### config.mk
export PLATFORM = sky130hd
export DESIGN_NAME = instruction_fetch_unit
export DESIGN_NICKNAME = d
export VERILOG_FILES = /design/src/rtl/ifetch_pkg.sv /design/src/rtl/ifetch_queue.sv /design/src/rtl/instruction_fetch_unit.sv
export SDC_FILE = /design/constraint.sdc
export NUM_CORES = 1
export LEC_CHECK = 0
export CAP_MARGIN = 20
export CORE_ASPECT_RATIO = 0.75
export CORE_MARGIN = 8
export CORE_UTILIZATION = 50
export DETAILED_ROUTE_END_ITERATION = 10
export GPL_ROUTABILITY_DRIVEN = 0
export GPL_TIMING_DRIVEN = 0
export HOLD_SLACK_MARGIN = 0.08
export PLACE_DENSITY = 0.78
export SETUP_SLACK_MARGIN = 0.3
export SYNTH_ARGS = -nofsm -noshare
export SYNTH_HDL_FRONTEND = slang
export SYNTH_SLANG_ARGS = --single-unit
### constraint.sdc
create_clock -name CLK -period 8.9 [get_ports CLK]
set_input_delay 0.89 -clock CLK [delete_from_list [all_inputs] [get_ports CLK]]
set_output_delay 0.89 -clock CLK [all_outputs]
set_load 0.01 [all_outputs]
### src/rtl/ifetch_pkg.sv
// Shared types and constants for the LEGv8 instruction fetch unit.
package ifetch_pkg;

  typedef enum logic [1:0] {
    IDLE  = 2'd0,
    REQ   = 2'd1,
    DRAIN = 2'd2
  } state_t;

  localparam logic [5:0] OPC_B       = 6'b000101;
  localparam int         INSTR_BYTES = 4;

  typedef struct packed {
    logic [63:0] pc;
    logic [31:0] instr;
  } entry_t;

  // Unconditional-branch target: imm26 is a word offset relative to the B itself.
  function automatic logic [63:0] b_target(input logic [63:0] pc, input logic [25:0] imm26);
    return pc + {{36{imm26[25]}}, imm26, 2'b00};
  endfunction

endpackage

### src/rtl/ifetch_queue.sv
// FIFO of fetched {pc, instr} entries; head is presented directly from storage.
module ifetch_queue
  import ifetch_pkg::*;
#(
  parameter  int DEPTH = 2,
  localparam int AW    = $clog2(DEPTH)
) (
  input  logic          i_clk,
  input  logic          i_reset,
  input  logic          i_push,
  input  entry_t        i_data,
  input  logic          i_pop,
  input  logic          i_flush,
  output entry_t        o_head,
  output logic          o_valid,
  output logic [AW:0]   o_count
);

  localparam logic [AW:0] FULL = (AW + 1)'(DEPTH);

  entry_t        r_mem [DEPTH];
  logic [AW-1:0] r_rd;
  logic [AW-1:0] r_wr;
  logic [AW:0]   r_count;
  logic          w_pop;
  logic          w_push;

  assign w_pop  = i_pop && (r_count != '0);
  // A push into a full queue is accepted only when the head leaves in the same cycle.
  assign w_push = i_push && ((r_count != FULL) || w_pop);

  always_ff @(posedge i_clk) begin
    if (i_reset || i_flush) begin
      r_rd    <= '0;
      r_wr    <= '0;
      r_count <= '0;
    end else begin
      if (w_push) r_wr <= r_wr + AW'(1);
      if (w_pop)  r_rd <= r_rd + AW'(1);
      case ({w_push, w_pop})
        2'b10:   r_count <= r_count + (AW + 1)'(1);
        2'b01:   r_count <= r_count - (AW + 1)'(1);
        default: r_count <= r_count;
      endcase
    end
  end

  always_ff @(posedge i_clk) begin
    if (w_push) r_mem[r_wr] <= i_data;
  end

  assign o_head  = r_mem[r_rd];
  assign o_valid = (r_count != '0);
  assign o_count = r_count;

endmodule

### src/rtl/instruction_fetch_unit.sv
// Fetch PC, single-outstanding instruction-memory initiator and redirect handling.
// Optional B predecode is enabled by defining IFETCH_PREDECODE_B_EN.
module instruction_fetch_unit
  import ifetch_pkg::*;
#(
  parameter logic [63:0] RESET_PC = 64'h0,
  parameter int          QDEPTH   = 2
) (
  input  logic        CLK,
  input  logic        Reset,
  output logic        MemReq,
  output logic [63:0] MemAddr,
  input  logic        MemAck,
  input  logic [31:0] MemData,
  output logic        InstrValid,
  output logic [31:0] Instr,
  output logic [63:0] InstrPC,
  input  logic        InstrReady,
  input  logic        Redirect,
  input  logic [63:0] RedirectPC,
  output state_t      o_dbg_state
);

  localparam int            CW    = $clog2(QDEPTH) + 1;
  localparam logic [CW-1:0] QFULL = CW'(QDEPTH);

  state_t        r_state;
  logic [63:0]   r_pc;
  logic [63:0]   r_mem_addr;
  logic          r_mem_req;

  state_t        w_next_state;
  logic [63:0]   w_next_pc;
  logic [63:0]   w_seq_pc;
  entry_t        w_head;
  logic          w_qvalid;
  logic [CW-1:0] w_count;
  logic [CW-1:0] w_count_after;
  logic          w_space;
  logic          w_pop;
  logic          w_push;

  // Handshake: a word moves to decode on any rising edge where InstrValid && InstrReady.
  assign w_pop  = w_qvalid && InstrReady;
  assign w_push = (r_state == REQ) && MemAck && !Redirect;

  always_comb begin
    w_count_after = w_count;
    if (w_push && !w_pop)      w_count_after = w_count + CW'(1);
    else if (!w_push && w_pop) w_count_after = w_count - CW'(1);
  end

  // With at most one request outstanding, space means the queue is not full after this cycle.
  assign w_space = (w_count_after < QFULL);

`ifdef IFETCH_PREDECODE_B_EN
  assign w_seq_pc = (MemData[31:26] == OPC_B) ? b_target(r_pc, MemData[25:0])
                                              : r_pc + 64'(INSTR_BYTES);
`else
  assign w_seq_pc = r_pc + 64'(INSTR_BYTES);
`endif

  always_comb begin
    w_next_state = r_state;
    w_next_pc    = r_pc;
    if (Redirect) begin
      w_next_pc = RedirectPC & ~64'h3;
      if ((r_state != IDLE) && !MemAck) w_next_state = DRAIN;
      else                              w_next_state = REQ;
    end else begin
      case (r_state)
        IDLE: if (w_space) w_next_state = REQ;
        REQ: begin
          if (MemAck) begin
            w_next_pc    = w_seq_pc;
            w_next_state = w_space ? REQ : IDLE;
          end
        end
        DRAIN: if (MemAck) w_next_state = REQ;
        default: w_next_state = IDLE;
      endcase
    end
  end

  always_ff @(posedge CLK) begin
    if (Reset) begin
      r_state    <= IDLE;
      r_pc       <= RESET_PC;
      r_mem_addr <= RESET_PC;
      r_mem_req  <= 1'b0;
    end else begin
      r_state   <= w_next_state;
      r_pc      <= w_next_pc;
      r_mem_req <= (w_next_state != IDLE);
      // A squashed request keeps its address on the bus until memory answers it.
      if (w_next_state != DRAIN) r_mem_addr <= w_next_pc;
    end
  end

  ifetch_queue #(
    .DEPTH (QDEPTH)
  ) u_queue (
    .i_clk   (CLK),
    .i_reset (Reset),
    .i_push  (w_push),
    .i_data  ('{pc: r_pc, instr: MemData}),
    .i_pop   (w_pop),
    .i_flush (Redirect),
    .o_head  (w_head),
    .o_valid (w_qvalid),
    .o_count (w_count)
  );

  assign MemReq      = r_mem_req;
  assign MemAddr     = r_mem_addr;
  assign InstrValid  = w_qvalid;
  assign Instr       = w_head.instr;
  assign InstrPC     = w_head.pc;
  assign o_dbg_state = r_state;

endmodule

## Word level (Yosys, flattened, before mapping)

Memories as Yosys holds them, arrays and structs flattened. A register that Yosys moved wholly into a read port is not among the register bits.
Index checks and enable logic that the tools add are counted.

| operators by class | value |
|---|---|
| order comparisons | 1 |
| equal/unequal tests | 6 |
| muxes and demuxes | 17 |
| $add $sub $neg | 5 |
| reduce and logical (&&, ||, !) cells | 19 |

Operator list:

| operator | number |
|---|---|
| $mux 64 | 3 |
| $add 64x3->64 const B | 1 |
| $mux 2 | 7 |
| $logic_and 1x1->1 | 8 |
| $reduce_bool 2->1 | 4 |
| $pmux 2 s3 | 1 |
| $mux 1 | 5 |
| $eq 2x1->1 const B | 2 |
| $eq 2x2->1 const B | 2 |
| $logic_not 1->1 | 4 |
| $ne 2x2->1 const B | 2 |
| $pmux 2 s2 | 1 |
| $add 1x1->1 const B | 2 |
| $add 2x1->2 const B | 1 |
| $logic_not 2->1 | 1 |
| $logic_or 1x1->1 | 2 |
| $lt 2x2->1 const B | 1 |
| $sub 2x1->2 const B | 1 |

| word-level totals | value |
|---|---|
| bits in writable memories | 192 |
| logic and storage cells | 56 |
| register bits after elaboration | 135 |
| output and inout port bits | 164 |
| memories | 1 |
| input port bits | 101 |

Memory list:

| memory | words | bits a word | read ports | clocked after memory_dff | wr ports | line | source |
|---|---|---|---|---|---|---|---|
| u_queue.r_mem | 2 | 96 | 1 | 1 | 1 | ifetch_queue.sv:21 | `entry_t r_mem [DEPTH];` |

## Depth between registers and ports, before layout

Gate-level depths: netlist (run 1).

| logic depth | value |
|---|---|
| depth after elaboration | 13 |
| gate-level depth with buffers | 10 |
| gate-level depth less buffers | 10 |

## Cells and area by module

A second synthesis (run 1) with hierarchy kept.

| unflattened totals | value |
|---|---|
| cells, all modules | 1,087 |
| area, all modules | 13,551.7 sq um |

Modules (own cells, without submodules):

| module | seq. area each (sq um) | instances | cells an instance | area each (sq um) |
|---|---|---|---|---|
| ifetch_queue | 5,865.6 | 1 | 330 | 7,195.7 |
| instruction_fetch_unit | 2,622.5 | 1 | 757 | 6,356.1 |

## Worst setup path before layout (run 1)

OpenSTA, ideal clock, no wires.

| timing | value |
|---|---|
| path type | input to register |
| start point | input port MemAck |
| end point | memory u_queue.r_mem[0][0] in the netlist's numbering, enable pin |
| buffers on the path | 2 |
| data arrival time | 5.554 ns |
| stages on the path | 6 |
| setup slack | 2.793 ns |
| cell sequence | buf_4 -> and3b_1 -> buf_4 -> and2_1 -> inv_1 -> nor2_1 |

| on the way | value |
|---|---|
| word-level cells in the longest chain between the ends | 5 |

Ends and longest elaborated chain:

| element | line | source |
|---|---|---|
| start, declared | instruction_fetch_unit.sv:13 | `input logic MemAck,` |
| $logic_and 1x1->1 (2 in a row) | instruction_fetch_unit.sv:45 | `assign w_push = (r_state == REQ) && MemAck && !Redirect;` |
| $logic_and 1x1->1 | ifetch_queue.sv:30 | `assign w_push = i_push && ((r_count != FULL) \|\| w_pop);` |
| $mux 1 | ifetch_queue.sv:49 | `if (w_push) r_mem[r_wr] <= i_data;` |
| $mux 1 (not written as such) | ifetch_queue.sv:49 |  |
| end, declared | ifetch_queue.sv:21 |  |

Every way passes these cells.

==> results of run 1 <==
## worst reg2reg max path: cells and delay by family, from the launching register on
kind            cells  cell delay (ns)
compound gates      1             0.19
flops               1             0.51
simple gates        5             2.36
## power by group
part           internal [mW]  leakage, nW  switching (mW)
Combinational          0.171         2.58           0.177
Sequential              1.67         2.89          0.0634
Clock                  0.774        0.516           0.574
## cell families after synthesis
group                    count (synthesis)
AND/OR/NAND/NOR                        373
flip-flops                             328
AO/OA/AOI/OAI                          163
multiplexers                           106
buffers and inverters                   84
XOR/XNOR                                49
adder cells (fa/ha/maj)                  4
## sequential cells by signal, summed over array words and instances (netlist names), named ones only
register,count
u_queue.r_mem,192
MemAddr,64
r_pc,64
o_dbg_state,2
u_queue.o_count,2
MemReq,1
u_queue.r_rd,1
u_queue.r_wr,1
## layout by cell type, fill, tap and decap left out, types with 4 or more instances in the layout
cell	instances
sky130_fd_sc_hd__a2111oi_0	7
sky130_fd_sc_hd__a211oi_1	18
sky130_fd_sc_hd__a21oi_1	34
sky130_fd_sc_hd__a31oi_1	9
sky130_fd_sc_hd__and2_1	7
sky130_fd_sc_hd__and3_1	10
sky130_fd_sc_hd__and4_1	4
sky130_fd_sc_hd__buf_1	11
sky130_fd_sc_hd__clkbuf_1	53
sky130_fd_sc_hd__clkbuf_16	33
sky130_fd_sc_hd__clkbuf_8	5
sky130_fd_sc_hd__clkdlybuf4s50_1	260
sky130_fd_sc_hd__clkinv_1	5
sky130_fd_sc_hd__clkinv_2	5
sky130_fd_sc_hd__dfxtp_1	136
sky130_fd_sc_hd__edfxtp_1	192
sky130_fd_sc_hd__ha_1	4
sky130_fd_sc_hd__inv_1	20
sky130_fd_sc_hd__mux2_2	97
sky130_fd_sc_hd__mux2i_1	9
sky130_fd_sc_hd__nand2_1	76
sky130_fd_sc_hd__nand2b_1	7
sky130_fd_sc_hd__nand3_1	44
sky130_fd_sc_hd__nand4_1	32
sky130_fd_sc_hd__nor2_1	85
sky130_fd_sc_hd__nor3_1	53
sky130_fd_sc_hd__nor4_1	14
sky130_fd_sc_hd__nor4_2	4
sky130_fd_sc_hd__o21a_1	13
sky130_fd_sc_hd__o21ai_0	26
sky130_fd_sc_hd__o22a_1	14
sky130_fd_sc_hd__o31a_1	5
sky130_fd_sc_hd__o31ai_1	5
sky130_fd_sc_hd__o41ai_1	8
sky130_fd_sc_hd__or3_1	4
sky130_fd_sc_hd__or4_1	5
sky130_fd_sc_hd__xnor2_1	32
sky130_fd_sc_hd__xor2_1	17
## layer usage
metal | global-route usage [%] | share of wire [%] | vias up
li1 | - | - | 4772
met1 | 36.1 | 41 | 5196
met2 | 39.4 | 43 | 740
met3 | 8.93 | 13 | 137
met4 | 7.89 | 3.3 | 0
met5 | 0 | 0 | -
## through the flow
step	hold WS, ns	setup slack (ns)	total power, mW
after floorplan	0.417	2.79	1.89
after global placement	0.437	-0.123	2.09
after detailed placement	0.443	5.06	2.10
after CTS	0.461	4.44	3.43
after global routing	0.478	4.29	3.51
final	0.456	4.48	3.43
## how the worst max path moves through the flow
stage	depth (start not counted)	slack, ns	to
3_3_place_gp	6	-0.12	u_queue.r_mem[0][2]
5_1_grt	5	4.29	InstrPC[48]
3_5_place_dp	5	5.06	InstrPC[33]
6_report	5	4.48	InstrPC[48]
2_1_floorplan	6	2.79	u_queue.r_mem[0][0]
4_1_cts	5	4.44	InstrPC[48]
## cell type report
type / count / share of cell area [%]
inverter: 21 / 0.444
timing repair buffer: 264 / 15.2
clock inverter: 15 / 0.712
tap: 351 / 2.47
multi-input combinational: 695 / 26.8
buffer: 63 / 1.37
clock buffer: 42 / 5.15
antenna: 2 / 0.0282
sequential: 328 / 47.8
==> summary.md, run 1 <==
| Metric | Value |
|---|---|
| Final instance count without filler cells | 1781 |
| Later-pin clock latency in the skew report | 0.57 ns |
| Most prevalent standard cell on the critical path | sky130_fd_sc_hd__clkbuf_1 |
| Maximum vdd ir drop | 0.000189 V |
| Initial Utilization | roughly half |
| Critical-path maximum fanout | 10 |
| Required time worst endpoint | 8.01 ns |
| Post-synth EDFFs | 192 |
| CTS Root Cell | sky130_fd_sc_hd__clkbuf_16 |
| Top-count cell post-synth | sky130_fd_sc_hd__edfxtp_1 |
| Vias | 10845 |
| Die Span Y | 159 um |
| Initial antenna violation count | 0 |
| Crit end category | primary output |
| Final-report setup violation count | 0 |
| Top FF cell, synth | sky130_fd_sc_hd__edfxtp_1 |
| Power per cell area | 193 nW/um2 |
| Max-capacitance violation count | 0 |
| Status | finished, final reports clean |
| Cell Chain, Critical Path | clkbuf_1 -> clkbuf_1 -> clkbuf_1 -> mux2_2 -> clkdlybuf4s50_1 |
| Worst Setup Start Kind | flip-flop |
| Worst flop-to-flop path endpoint | MemAddr[43] |
| Fin. max-slew vios | 0 |
| Initial drt markers | 1649 |
| Number of buffers added for setup after CTS | 0 |
| Count of hold buffers inserted by post-cts repair | 0 |
| Overall track demand over capacity in global routing | 26.4% |
| TritonCTS clock tree | done |
| CTS clk-pin slew, worst paths | 0.07 ns |
| Sequential Area | 8490 um2 |
| Distinct cells, synth | 66 |
| Total core area | 26800 um2 |
| Final sum of negative setup slack | 0 ns |
| Adder and majority gate portion of the synthesized area | 0.369% |
| Static Leakage | 5.98 nW |
| Final Net Count | 1509 |
| Warnings, synthesis | 0 |
| Largest net degree at the start of global routing | 50 |
| Main combinational cell family by area after synthesis | simple AND/OR/NAND/NOR gates |
| Worst reg2reg startpoint | o_dbg_state[0] |
| Area taken by multi-input logic gates | 4760 um2 |
| Arrival time of data at the critical path endpoint | 3.53 ns |
| Routed via count divided by cell count | 6.09 |
| Number of buffers created by CTS | 31 |
| Kind of cell adding the most delay to the critical path | buffers and inverters |
| Final std cell area, no fill | between 15000 and 20000 um2 |
| Routed wire length per instance | ~25 um |
| Maximum frequency from static timing analysis | 226 MHz |
| Relative area change from synthesis to final layout | 30.9% |
| R2r setup slk | 5.76 ns |
| Most common library cells after synthesis | sky130_fd_sc_hd__edfxtp_1, sky130_fd_sc_hd__dfxtp_1, sky130_fd_sc_hd__mux2_2, sky130_fd_sc_hd__nor2_1, sky130_fd_sc_hd__nand2_1 |
| Final Routed Wirelength | 44.7 mm |
| Slew Limit Headroom | a little under two fifths |
| RSZ-0062 raised after global routing | no |
| Type of the worst min-delay path | reg -> reg |
| Overflow left after global routing | 0 |
| Worst reg2reg path depth | 6 |
| Number of instances on the worst hold path | 0 |
| Slowest library cell on the worst path | sky130_fd_sc_hd__clkbuf_1 |
| Hold Fails Final Rpt | 0 |
| # H-tree levels | 1 |
| Post-layout min period | 4.42 ns |
| Fraction of the cycle the final worst path needs | 49.7% |
| Clock tree sinks | 328 |
| Avg Synthesized Cell Area | 12.2 um2 |
| Layout cells sized above 1 | 12.1% |
| Number of global-route vias before repair | 10648 |
| Synthesized instance count | about 1100 |
| Yosys reg bits | between 300 and 400 |
| Compound-Gate Fraction of Synth Area | around 8.4% |
| Mux contribution to synthesized area | 8.72% |
| Slew @ Worst Pin | 0.942 ns |
| Worst-case clock buffer depth | 3 |
| Count of antenna-violating nets left after detailed routing | 0 |
| Rows | between 50 and 60 |
| Simple-gate portion of the synthesized area | about 14% |
| Portion of the post-synthesis area used by sequential elements | 62.6% |
| Xor/xnor share of the synthesized area | 3.17% |
| Port bufs | 260 |
| Cell count after placement | roughly 1700 |
| Setup Crit Path Kind | reg -> out |
| Final core utilization | 66.2% |
| Number of top-level pins | 265 |
| First-pass GRT wire length | around 66 mm |
| Largest stage delay, worst path | roughly 0.60 ns |
| Worst hold path startpoint | r_pc[1] |
| Die boundary width | 206 um |
| Number of iterations in the first detailed-routing pass | 6 |
| Worst Path Buf+Inv | 4 |
| Total of fill cells in the finished design | 2045 |
| Area after detailed placement | about 17000 um2 |
| Clock Skew | roughly 0.012 ns |
| Area of the die | around 33000 um2 |
| Share of the synthesized area in the top cell type | 42.5% |
| Detailed placement HPWL | 32.4 mm |
| Synth async-reset ratio | 0% |
| Worst min-delay path endpoint | u_queue.r_mem[1][33] |
| Cell accounting for the most synthesized area | sky130_fd_sc_hd__edfxtp_1 |
| Number of DRC violations after detailed routing | 0 |
| Synth area leaders | sky130_fd_sc_hd__edfxtp_1, sky130_fd_sc_hd__dfxtp_1, sky130_fd_sc_hd__mux2_2, sky130_fd_sc_hd__nor2_1, sky130_fd_sc_hd__nand2_1 |
| Number of gates resized after cts | 0 |
| Net count after synthesis | between 1000 and 1500 |
| Post-synthesis instance area | roughly 14000 um2 |
Note: power is estimated with default switching activity, not from simulation.
==> run 2: changes to the inputs <==
--- a/config.mk
+++ b/config.mk
@@ -8,12 +8,12 @@
 export CAP_MARGIN = 20
 export CORE_ASPECT_RATIO = 0.75
 export CORE_MARGIN = 8
-export CORE_UTILIZATION = 50
+export CORE_UTILIZATION = 47
 export DETAILED_ROUTE_END_ITERATION = 10
 export GPL_ROUTABILITY_DRIVEN = 0
 export GPL_TIMING_DRIVEN = 0
 export HOLD_SLACK_MARGIN = 0.08
-export PLACE_DENSITY = 0.78
+export PLACE_DENSITY = 0.76
 export SETUP_SLACK_MARGIN = 0.3
 export SYNTH_ARGS = -nofsm -noshare
 export SYNTH_HDL_FRONTEND = slang
==> constraint.sdc (replaced) <==
create_clock -name CLK -period 3.6 [get_ports CLK]
set_input_delay 0.36 -clock CLK [delete_from_list [all_inputs] [get_ports CLK]]
set_output_delay 0.36 -clock CLK [all_outputs]
set_load 0.01 [all_outputs]
==> run 2 against run 1 <==
  * Sequential share of layout area fell by 0.41 points
  * Clock skew rose by 0.011 ns
  * Wire length grew 1.7%
  * Combinational power increased by 150%
  * Flip-flop and latch count stayed put
  * First-iteration DRC count fell by 16%
  * Register-to-register slack got worse by 5.3 ns
  * Non-clock buffer count unchanged
  * Worst setup slack got worse by 4.0 ns
  * Core utilization shrank 3.9 points
  * Cell count grew 2.6%
==> summary.md, run 2 (synthesized netlist as in run 1, its figures left out) <==
| Metric | Value |
|---|---|
| Initial antenna violation count | 0 (unchanged) |
| # H-tree levels | 2 (+1) |
| Crit end category | flip-flop |
| Routed wire length per instance | 24.9 um (-0.91%) |
| Worst reg2reg path depth | 6 (unchanged) |
| Layout cells sized above 1 | 12.5% (+0.38 points) |
| Arrival time of data at the critical path endpoint | 3.60 ns (+0.07 ns) |
| Number of global-route vias before repair | 10531 (-1.1%) |
| Slew Limit Headroom | 31.6% (-5.1 points) |
| Max-capacitance violation count | 0 (unchanged) |
| Number of flip-flops under the largest register name | 192 (unchanged) |
| Worst reg2reg startpoint | o_dbg_state[0] |
| Number of gates resized after cts | 6 (+6) |
| Clock tree sinks | 328 (unchanged) |
| Final Routed Wirelength | 45.5 mm (+1.7%) |
| Worst min-delay path endpoint | o_dbg_state[0] |
| Vias | 10868 (+0.21%) |
| Commonest non-fill, non-tap cells in the layout | sky130_fd_sc_hd__clkdlybuf4s50_1, sky130_fd_sc_hd__edfxtp_1, sky130_fd_sc_hd__dfxtp_1 |
| Rows | 54 (+3.8%) |
| Status | finished, final reports clean |
| CTS Root Cell | sky130_fd_sc_hd__clkbuf_16 |
| Hold Fails Final Rpt | 0 (unchanged) |
| Largest stage delay, worst path | 0.77 ns (+0.17 ns) |
| Number of instances on the worst hold path | 3 (+3) |
| CTS clk-pin slew, worst paths | 0.07 ns (about the same) |
| Number of buffers added for setup after CTS | 0 (unchanged) |
| Routed via count divided by cell count | 5.95 (-2.3%) |
| Setup Crit Path Kind | reg -> reg |
| Required time worst endpoint | 4.07 ns (-3.94 ns) |
| Maximum vdd ir drop | 0.000302 V (+60%) |
| Worst Path Buf+Inv | 0 (-4) |
| Maximum frequency from static timing analysis | ~320 MHz |
| Final-report setup violation count | 0 (unchanged) |
| Slowest library cell on the worst path | sky130_fd_sc_hd__nor4_1 |
| Power per cell area | 488 nW/um2 (+150%) |
| Count of hold buffers inserted by post-cts repair | 0 (unchanged) |
| Overflow left after global routing | 0 (unchanged) |
| Post-layout worst setup margin | 0.471 ns (-4.01 ns) |
| Initial Utilization | 47.2% (-3.4 points) |
| Register with the most flip-flops | u_queue.r_mem |
| Largest net degree at the start of global routing | 54 (+8.0%) |
| Worst hold path startpoint | MemAck |
| Port bufs | 260 (unchanged) |
| Static Leakage | 6.04 nW (+1.0%) |
| Later-pin clock latency in the skew report | 0.53 ns (-0.04 ns) |
| TritonCTS clock tree | done |
| Number of DRC violations after detailed routing | 0 (unchanged) |
| Place WS | 0.364 ns (-4.70 ns) |
| Type of the worst min-delay path | in -> reg |
| Worst flop-to-flop path endpoint | MemAddr[61] |
| Fin. max-slew vios | 0 (unchanged) |
| Total power after layout | 8.73 mW (+150%) |
| Overall track demand over capacity in global routing | 25.4% (-1.0 points) |
| Die Span Y | 163 um (+2.8%) |
| Number of iterations in the first detailed-routing pass | 5 (-1) |
| Post-layout min period | 3.13 ns |
| Final Net Count | 1512 (+0.20%) |
| Initial drt markers | 1388 (-16%) |
| Kind of cell adding the most delay to the critical path | simple AND/OR/NAND/NOR gates |
| R2r setup slk | 0.47 ns (-5.29 ns) |
| Area of the die | 34600 um2 (+5.8%) |
| Fraction of the cycle the final worst path needs | 86.9% |
| Clock Skew | 0.0233 ns (+0.0111 ns) |
| First-pass GRT wire length | 66.2 mm (+0.91%) |
| Worst Setup Start Kind | flip-flop |
| RSZ-0062 raised after global routing | no |
| Final sum of negative setup slack | 0 ns (unchanged) |
| Cell Chain, Critical Path | nand3b_1 -> nor2_2 -> nand3_1 -> nor4_1 -> nor4b_1 -> o31a_1 |
| Number of top-level pins | 265 (unchanged) |
| Total core area | 28700 um2 (+7.1%) |
| Critical-path maximum fanout | 8 (-2) |
| Leading cell type in the layout, fill and taps excluded | sky130_fd_sc_hd__clkdlybuf4s50_1 |
| Worst hold slack | 0.204 ns (-0.252 ns) |
| Number of buffers created by CTS | 34 (+9.7%) |
| Worst-case clock buffer depth | 3 (unchanged) |
| Detailed placement HPWL | 32.6 mm (+0.67%) |
| Relative area change from synthesis to final layout | 32.1% |
| Die boundary width | 212 um (+2.9%) |
| Count of antenna-violating nets left after detailed routing | 0 (unchanged) |
| Slew @ Worst Pin | 1.02 ns (+0.0760 ns) |
[run 2: cell types whose count changed in the layout (fill, tap and decap cells not counted), sizes merged]
cell,before,now
clkbuf,92,98
clkinv,10,11
inv,23,21
[run 2: metrics by stage]
stage / std cells / instance area (um2) / utilization (%)
after floorplan: 1107 / 13600 / -
after global placement: 1759 / 16700 / 58.0
after detailed placement: 1763 / 16700 / 58.3
after CTS: 1825 / 17900 / 62.3
after global routing: 1825 / 17900 / 62.3
final: 1827 / 17900 / 62.3
[run 2: final cells by class]
class / count / area, um2
diodes: 2 / 5.00
plain buffers: 63 / 251
clock buffers: 48 / 1030
clock inverters: 14 / 114
fillers: 2256 / 10800
inverters: 21 / 78.8
multi-input cells: 695 / 4760
flip-flops and latches: 328 / 8490
well taps: 392 / 490
repair buffers: 264 / 2690
[run 2: worst max path at each step]
stage | startpoint | cells past startpoint | slack, ns | endpoint
CTS | flip-flop | 5 | 0.48 | InstrPC[55]
global route | o_dbg_state[0] | 6 | 0.44 | MemAddr[43]
detailed placement | flip-flop | 5 | 0.36 | InstrPC[55]
floorplan | u_queue.o_count[0] | 7 | 0.58 | u_queue.r_mem[0][0]
global placement | Redirect | 6 | -0.67 | u_queue.r_mem[0][18]
finish | o_dbg_state[0] | 6 | 0.47 | MemAddr[61]
[run 2: layer usage]
metal	part of all wire [%]	up-vias	track usage, %
met5	0	-	0
li1	-	4772	-
met1	41	5220	34.4
met3	12	124	7.61
met4	3.0	0	8.54
met2	44	752	38.7
[run 2: worst min-delay path, stage by stage]
cell and delay, ns:
sky130_fd_sc_hd__buf_4 0.13, sky130_fd_sc_hd__o21ai_0 0.12, sky130_fd_sc_hd__nor2_1 0.09
[run 2: where the power goes]
group	switching (mW)	total (mW)	internal (mW)	leakage, nW
logic	0.435	0.857	0.421	2.60
registers	0.159	4.28	4.12	2.89
clock network	1.45	3.59	2.14	0.559
==> run 3: changes to the inputs <==
--- a/config.mk
+++ b/config.mk
@@ -13,7 +13,7 @@
 export GPL_ROUTABILITY_DRIVEN = 0
 export GPL_TIMING_DRIVEN = 0
 export HOLD_SLACK_MARGIN = 0.08
-export PLACE_DENSITY = 0.76
+export PLACE_DENSITY = 0.84
 export SETUP_SLACK_MARGIN = 0.3
 export SYNTH_ARGS = -nofsm -noshare
 export SYNTH_HDL_FRONTEND = slang
==> run 3 against run 2 <==
  * Worst setup slack worse by 0.015 ns
  * Critical endpoint is now MemAddr[46]
  * Sequential power about the same
  * Non-clock buffer count unchanged
==> summary.md, run 3 (synthesized netlist as in run 1, its figures left out) <==
| Metric | Value |
|---|---|
| Port bufs | 260 (unchanged) |
| Final-report setup violation count | 0 (unchanged) |
| Number of antenna repair diodes | 0 (-2) |
| Total core area | 28700 um2 (unchanged) |
| Maximum frequency from static timing analysis | 318 MHz (-0.47%) |
| Detailed placement HPWL | 33.0 mm (+1.1%) |
| Routed via count divided by cell count | 5.96 (+0.13%) |
| Power per cell area | 491 nW/um2 (+0.71%) |
| Number of top-level pins | 265 (unchanged) |
| Worst Setup Start Kind | flip-flop |
| Fraction of the cycle the final worst path needs | 87.3% (+0.41 points) |
| RSZ-0062 raised after global routing | no |
| Final instance count without filler cells | 1824 (-0.16%) |
| Worst hold slack | 0.213 ns (+0.00893 ns) |
| Maximum vdd ir drop | 0.000342 V (+13%) |
| Overflow left after global routing | 0 (unchanged) |
| Total of fill cells in the finished design | 2199 (-2.5%) |
| Final core utilization | 62.4% (about the same) |
| Vias | 10864 (-0.037%) |
| TritonCTS clock tree | done |
| Critical-path maximum fanout | 7 (-1) |
| Later-pin clock latency in the skew report | 0.52 ns (about the same) |
| Clock Skew | 0.0163 ns (-0.00699 ns) |
| Initial Utilization | 47.2% (unchanged) |
| Largest net degree at the start of global routing | 59 (+9.3%) |
| Required time worst endpoint | 4.06 ns (about the same) |
| CTS clk-pin slew, worst paths | 0.06 ns (about the same) |
| Setup Crit Path Kind | reg -> reg |
| Number of DRC violations after detailed routing | 0 (unchanged) |
| Number of iterations in the first detailed-routing pass | 7 (+2) |
| Status | finished, final reports clean |
| Initial drt markers | 1529 (+10%) |
| Final std cell area, no fill | 17900 um2 (about the same) |
| Leading cell type in the layout, fill and taps excluded | sky130_fd_sc_hd__clkdlybuf4s50_1 |
| Initial antenna violation count | 4 (+4) |
| Static Leakage | 6.04 nW (about the same) |
| Count of antenna-violating nets left after detailed routing | 0 (unchanged) |
| Count of hold buffers inserted by post-cts repair | 0 (unchanged) |
| Register with the most flip-flops | u_queue.r_mem |
| Area taken by multi-input logic gates | 4760 um2 (unchanged) |
| Slew @ Worst Pin | 0.957 ns (-0.0613 ns) |
| Post-layout min period | 3.14 ns (+0.0148 ns) |
| Cell count after placement | 1763 (unchanged) |
| Final Routed Wirelength | 44.8 mm (-1.4%) |
| Number of buffers created by CTS | 34 (unchanged) |
| # H-tree levels | 2 (unchanged) |
| Clock tree sinks | 328 (unchanged) |
| Number of flip-flops under the largest register name | 192 (unchanged) |
| Area of the die | 34600 um2 (unchanged) |
| Place WS | 0.343 ns (-0.0211 ns) |
| Slew Limit Headroom | 35.7% (+4.1 points) |
| Area after detailed placement | 16800 um2 (about the same) |
| Post-layout worst setup margin | 0.456 ns (-0.0148 ns) |
| Crit end category | flip-flop |
| Hold Fails Final Rpt | 0 (unchanged) |
| Relative area change from synthesis to final layout | 32.2% (about the same) |
| Arrival time of data at the critical path endpoint | 3.60 ns (about the same) |
| Fin. max-slew vios | 0 (unchanged) |
| Routed wire length per instance | 24.6 um (-1.3%) |
| Layout cells sized above 1 | 12.8% (+0.29 points) |
| Worst-case clock buffer depth | 3 (unchanged) |
| Type of the worst min-delay path | in -> reg |
| Final Net Count | 1512 (unchanged) |
| Total power after layout | 8.80 mW (+0.80%) |
| Die boundary width | 212 um (unchanged) |
| First-pass GRT wire length | 66.1 mm (-0.16%) |
| Commonest non-fill, non-tap cells in the layout | sky130_fd_sc_hd__clkdlybuf4s50_1, sky130_fd_sc_hd__edfxtp_1, sky130_fd_sc_hd__dfxtp_1 |
| Rows | 54 (unchanged) |
| Overall track demand over capacity in global routing | 25.2% (-0.21 points) |
| Final sum of negative setup slack | 0 ns (unchanged) |
| CTS Root Cell | sky130_fd_sc_hd__clkbuf_16 |
| Die Span Y | 163 um (unchanged) |
| Sequential Area | 8490 um2 (unchanged) |
| Max-capacitance violation count | 0 (unchanged) |
| Number of global-route vias before repair | 10659 (+1.2%) |
## run 3: final timing paths
path              startpoint                   end  slack, ns  depth (start not counted)
hold / removal        MemAck        o_dbg_state[0]       0.21                          3
setup / recovery     r_pc[2]           MemAddr[46]       0.46                          7
setup reg to reg     r_pc[2]           MemAddr[46]       0.46                          7
hold reg to reg      r_pc[1]  u_queue.r_mem[0][33]       0.45                          0
## run 3: layer usage
| metal | wire [um] | global-route usage (%) |
|---|---|---|
| met1 | 17400 | 32.5 |
| met3 | 6050 | 9.17 |
| met2 | 19700 | 39.1 |
| met4 | 1550 | 8.42 |
| met5 | 47 | 0 |
## run 3: what timing repair did
action,4_1_cts,5_1_grt
resized for setup,5,2
buffers inserted,0,0
hold endpoints to repair,0,0
setup endpoints to repair,40,10
gates cloned,0,0
## run 3: layout make-up
type | count | area share [%]
timing repair buffer | 264 | 15.1
clock inverter | 20 | 1.32
multi-input combinational | 695 | 26.5
buffer | 63 | 1.40
tap | 392 | 2.74
clock buffer | 41 | 5.13
inverter | 21 | 0.440
sequential | 328 | 47.4
## run 3: worst max-delay path: stages (launching register included)
cell and delay, ns:
sky130_fd_sc_hd__dfxtp_1 0.46, sky130_fd_sc_hd__ha_1 0.32, sky130_fd_sc_hd__inv_1 0.12, sky130_fd_sc_hd__nor4_2 0.72, sky130_fd_sc_hd__nand3_2 0.40, sky130_fd_sc_hd__or4_1 0.61, sky130_fd_sc_hd__a31oi_1 0.29, sky130_fd_sc_hd__a22o_1 0.17
## run 3: report_power, final
group	internal, mW	switching, mW	leakage [nW]	total [mW]
Clock	2.19	1.47	0.560	3.66
Combinational	0.422	0.438	2.60	0.860
Sequential	4.12	0.154	2.89	4.28
Total	6.73	2.07	6.04	8.80
==> RTL edit (flow settings as in run 2) <==
Make the reset (`Reset`) asynchronous in one clocked block.
--- a/src/rtl/instruction_fetch_unit.sv
+++ b/src/rtl/instruction_fetch_unit.sv
@@ -84,3 +84,3 @@
 
-  always_ff @(posedge CLK) begin
+  always_ff @(posedge CLK or posedge Reset) begin
     if (Reset) begin
Behaviour: differs if Reset is asserted again (counterexample within 4 cycles, from zero or initial values and one cycle with Reset high); with Reset held inactive, the same outputs for 4 cycles.
==> RTL edit against run 2 <==
- routed wire length down 14%
- utilization is 0.96 points higher
- synthesized area decreased by 0.23%
- clock skew up 0.52 ps
- power increased by 3.2%
- maximum frequency grew 0.38%
- sequential cell count unchanged
- setup slack improved by 12 ps
- final area down 0.34%
- non-clock buffer count shrank 8
- worst hold slack better by 150 ps
- critical endpoint is now MemAddr[63]$_DFFE_PP0P_
==> RTL edit: results (changes against run 2) <==
Outcome: complete, no violations
Max Used Layer: met5
Post-synth EDFFs: 192 (unchanged)
Most flop-heavy register: u_queue.r_mem
Synth async-reset ratio: 0.3994 (+0.3994)
Crit Reg-Reg Startpoint: o_dbg_state[1]$_DFF_PP0_
Root Driver: clkbuf_16
Antenna violations before repair: 1 (+1)
Tot GR Track Use: 0.2216 (-0.03256)
Met3 routed WL: 3416 um (-40%)
Pin count of the biggest net entering global routing: 63 (+17%)
Crit-path max cell delay: 560 ps (-210 ps)
Layout Nets: 1,365 (-9.7%)
Most common library cells after synthesis: 192 x edfxtp_1, 140 x mux2_2, 131 x dfrtp_1
Reg2reg path depth: 8 (+2)
Final Hold Vio Count: 0 (unchanged)
Vias in the first global route: 9,599 (-8.9%)
H-tree depth: 1 (-1)
Post-synthesis compound-gate area fraction: 0.04635 (-0.03719)
Met2 routed WL: 17,600 um (-12%)
R2R Path End: MemAddr[63]$_DFFE_PP0P_
DRC errors left: 0 (unchanged)
Pre-CTS WS: -2.343 ps (-366.8 ps)
Number of buffers created by CTS: 31 (-8.8%)
DP HPWL: 28,280 um (-13%)
Delay-heaviest family, CP: simple AND/OR/NAND/NOR gates
First-pass GRT wire length: 58,800 um (-11%)
Crit Path Max Fanout: 9 (+1)
Port Buffers: 261 (+0.38%)
Worst path slowest cell: or4_1
CP arrival: 3570 ps (-30 ps)
Via density: 5.607 (-5.7%)
Max reg flops: 192 (unchanged)
YS warnings: 0 (unchanged)
Clock tree buffer depth: 3 (unchanged)
Initial drt markers: 826 (-40%)
Mux share of post-synthesis cell area: 0.1181 (+0.03083)
Clock slew at reported path FFs: 70 ps (about the same)
Register area share after synthesis: 0.6762 (+0.04993)
Synth Area in Adders: 0.003701 (+0.000008541)
Hold Crit Class: primary input to asynchronous set/reset pin
Met1 WL: 16,960 um (-8.2%)
Worst rel slew slack: 0.3824 (+0.06611)
Layout cells sized above 1: 0.1673 (+0.04240)
Fin Hold WS: 355.4 ps (+151.5 ps)
Distinct cell type count after synthesis: 50 (-24%)
Wire per inst: 23.31 um (-6.3%)
Static leakage: 6.475 nW (+7.2%)
Synth Net Count: 1,063 (-12%)
First-pass DRT Iterations: 5 (unchanged)
Ranking of synthesized cells by area: edfxtp_1 43%, dfrtp_1 24%, mux2_2 12%, xnor2_1 2.2%, nand2_1 2.1%
Max Clock Skew: 23.86 ps (+0.5161 ps)
Clock Latency Late Sink: 570 ps (+40 ps)
Xor-xnor portion of the synthesized cell area: 0.03562 (+0.003959)
Worst IR Drop VDD: 0.3882 mV (+29%)
## RTL edit: changes by cell type after synthesis, moves of 17 or more
cell             run 2  this run
dfrtp_1              0       131
dfxtp_1            136         5
nor2_1              86        40
mux2_2              97       140
nor3_1              53        24
nand4_1             32        12
a211oi_1            18         0
and3_1              11        29
a221o_1              0        17
## RTL edit: final cells by class
class,count,area (um2)
antenna,1,2.502
buffer,50,219.0
clock buffer,39,815.8
clock inverter,19,192.7
fill,2123,10340
inverter,16,63.81
multi-input combinational,564,4134
sequential,328,9144
tap,385,481.7
timing repair buffer,269,2788
## RTL edit: worst max path at each step
stage                                               start                             end  slack, ps
after global routing             o_dbg_state[1]$_DFF_PP0_         MemAddr[63]$_DFFE_PP0P_        320
after CTS                               r_pc[5]$_DFF_PP0_         MemAddr[52]$_DFFE_PP0P_        410
final                            o_dbg_state[1]$_DFF_PP0_         MemAddr[63]$_DFFE_PP0P_        480
after global placement                             MemAck  u_queue.r_mem[0][24]$_DFFE_PP_       -620
after floorplan           u_queue.o_count[0]$_SDFFE_PP0P_   u_queue.r_mem[0][0]$_DFFE_PP_        670
after detailed placement                           MemAck         MemAddr[54]$_DFFE_PP0P_         -2
## RTL edit: repair_timing
action                     4_1_cts  5_1_grt
resized for setup                8        3
gates cloned                     0        0
buffers inserted                 0        0
setup endpoints to repair       51        8
## RTL edit: cell families (layout without fill, tap and decap cells)
| logic type | after synthesis | count (layout) |
|---|---|---|
| AOI/OAI and AO/OA | 94 | 94 |
| xor gates and xnor gates | 55 | 55 |
| adders and majority gates | 4 | 4 |
| buffers and inverters | 66 | 393 |
| DFF | 328 | 328 |
| muxes | 142 | 142 |
| other | 0 | 1 |
| and+or+nand+nor | 269 | 269 |
## RTL edit: per-layer routing
metal,GRT usage,vias up
met2,0.3444,420
met1,0.3114,4703
met3,0.05115,60
met4,0.05801,2
met5,0,-
li1,-,4184
## RTL edit: stage by stage
step	util	power [mW]	TNS (ps)	area, um2	std cells
final	0.6330	9.012	0	17840	1671
after global routing	0.6329	9.339	0	17840	1670
after CTS	0.6327	9.086	0	17830	1670
after detailed placement	0.5963	5.826	-2.343	16810	1612
after global placement	0.5901	5.771	-76020	16630	1604
after floorplan	-	5.056	0	13540	958
## RTL edit: power breakdown
| part | total, mW | internal, mW | switching [mW] |
|---|---|---|---|
| Clock | 3.26 | 1.88 | 1.38 |
| Sequential | 4.48 | 4.27 | 0.207 |
| Combinational | 1.27 | 0.666 | 0.609 |
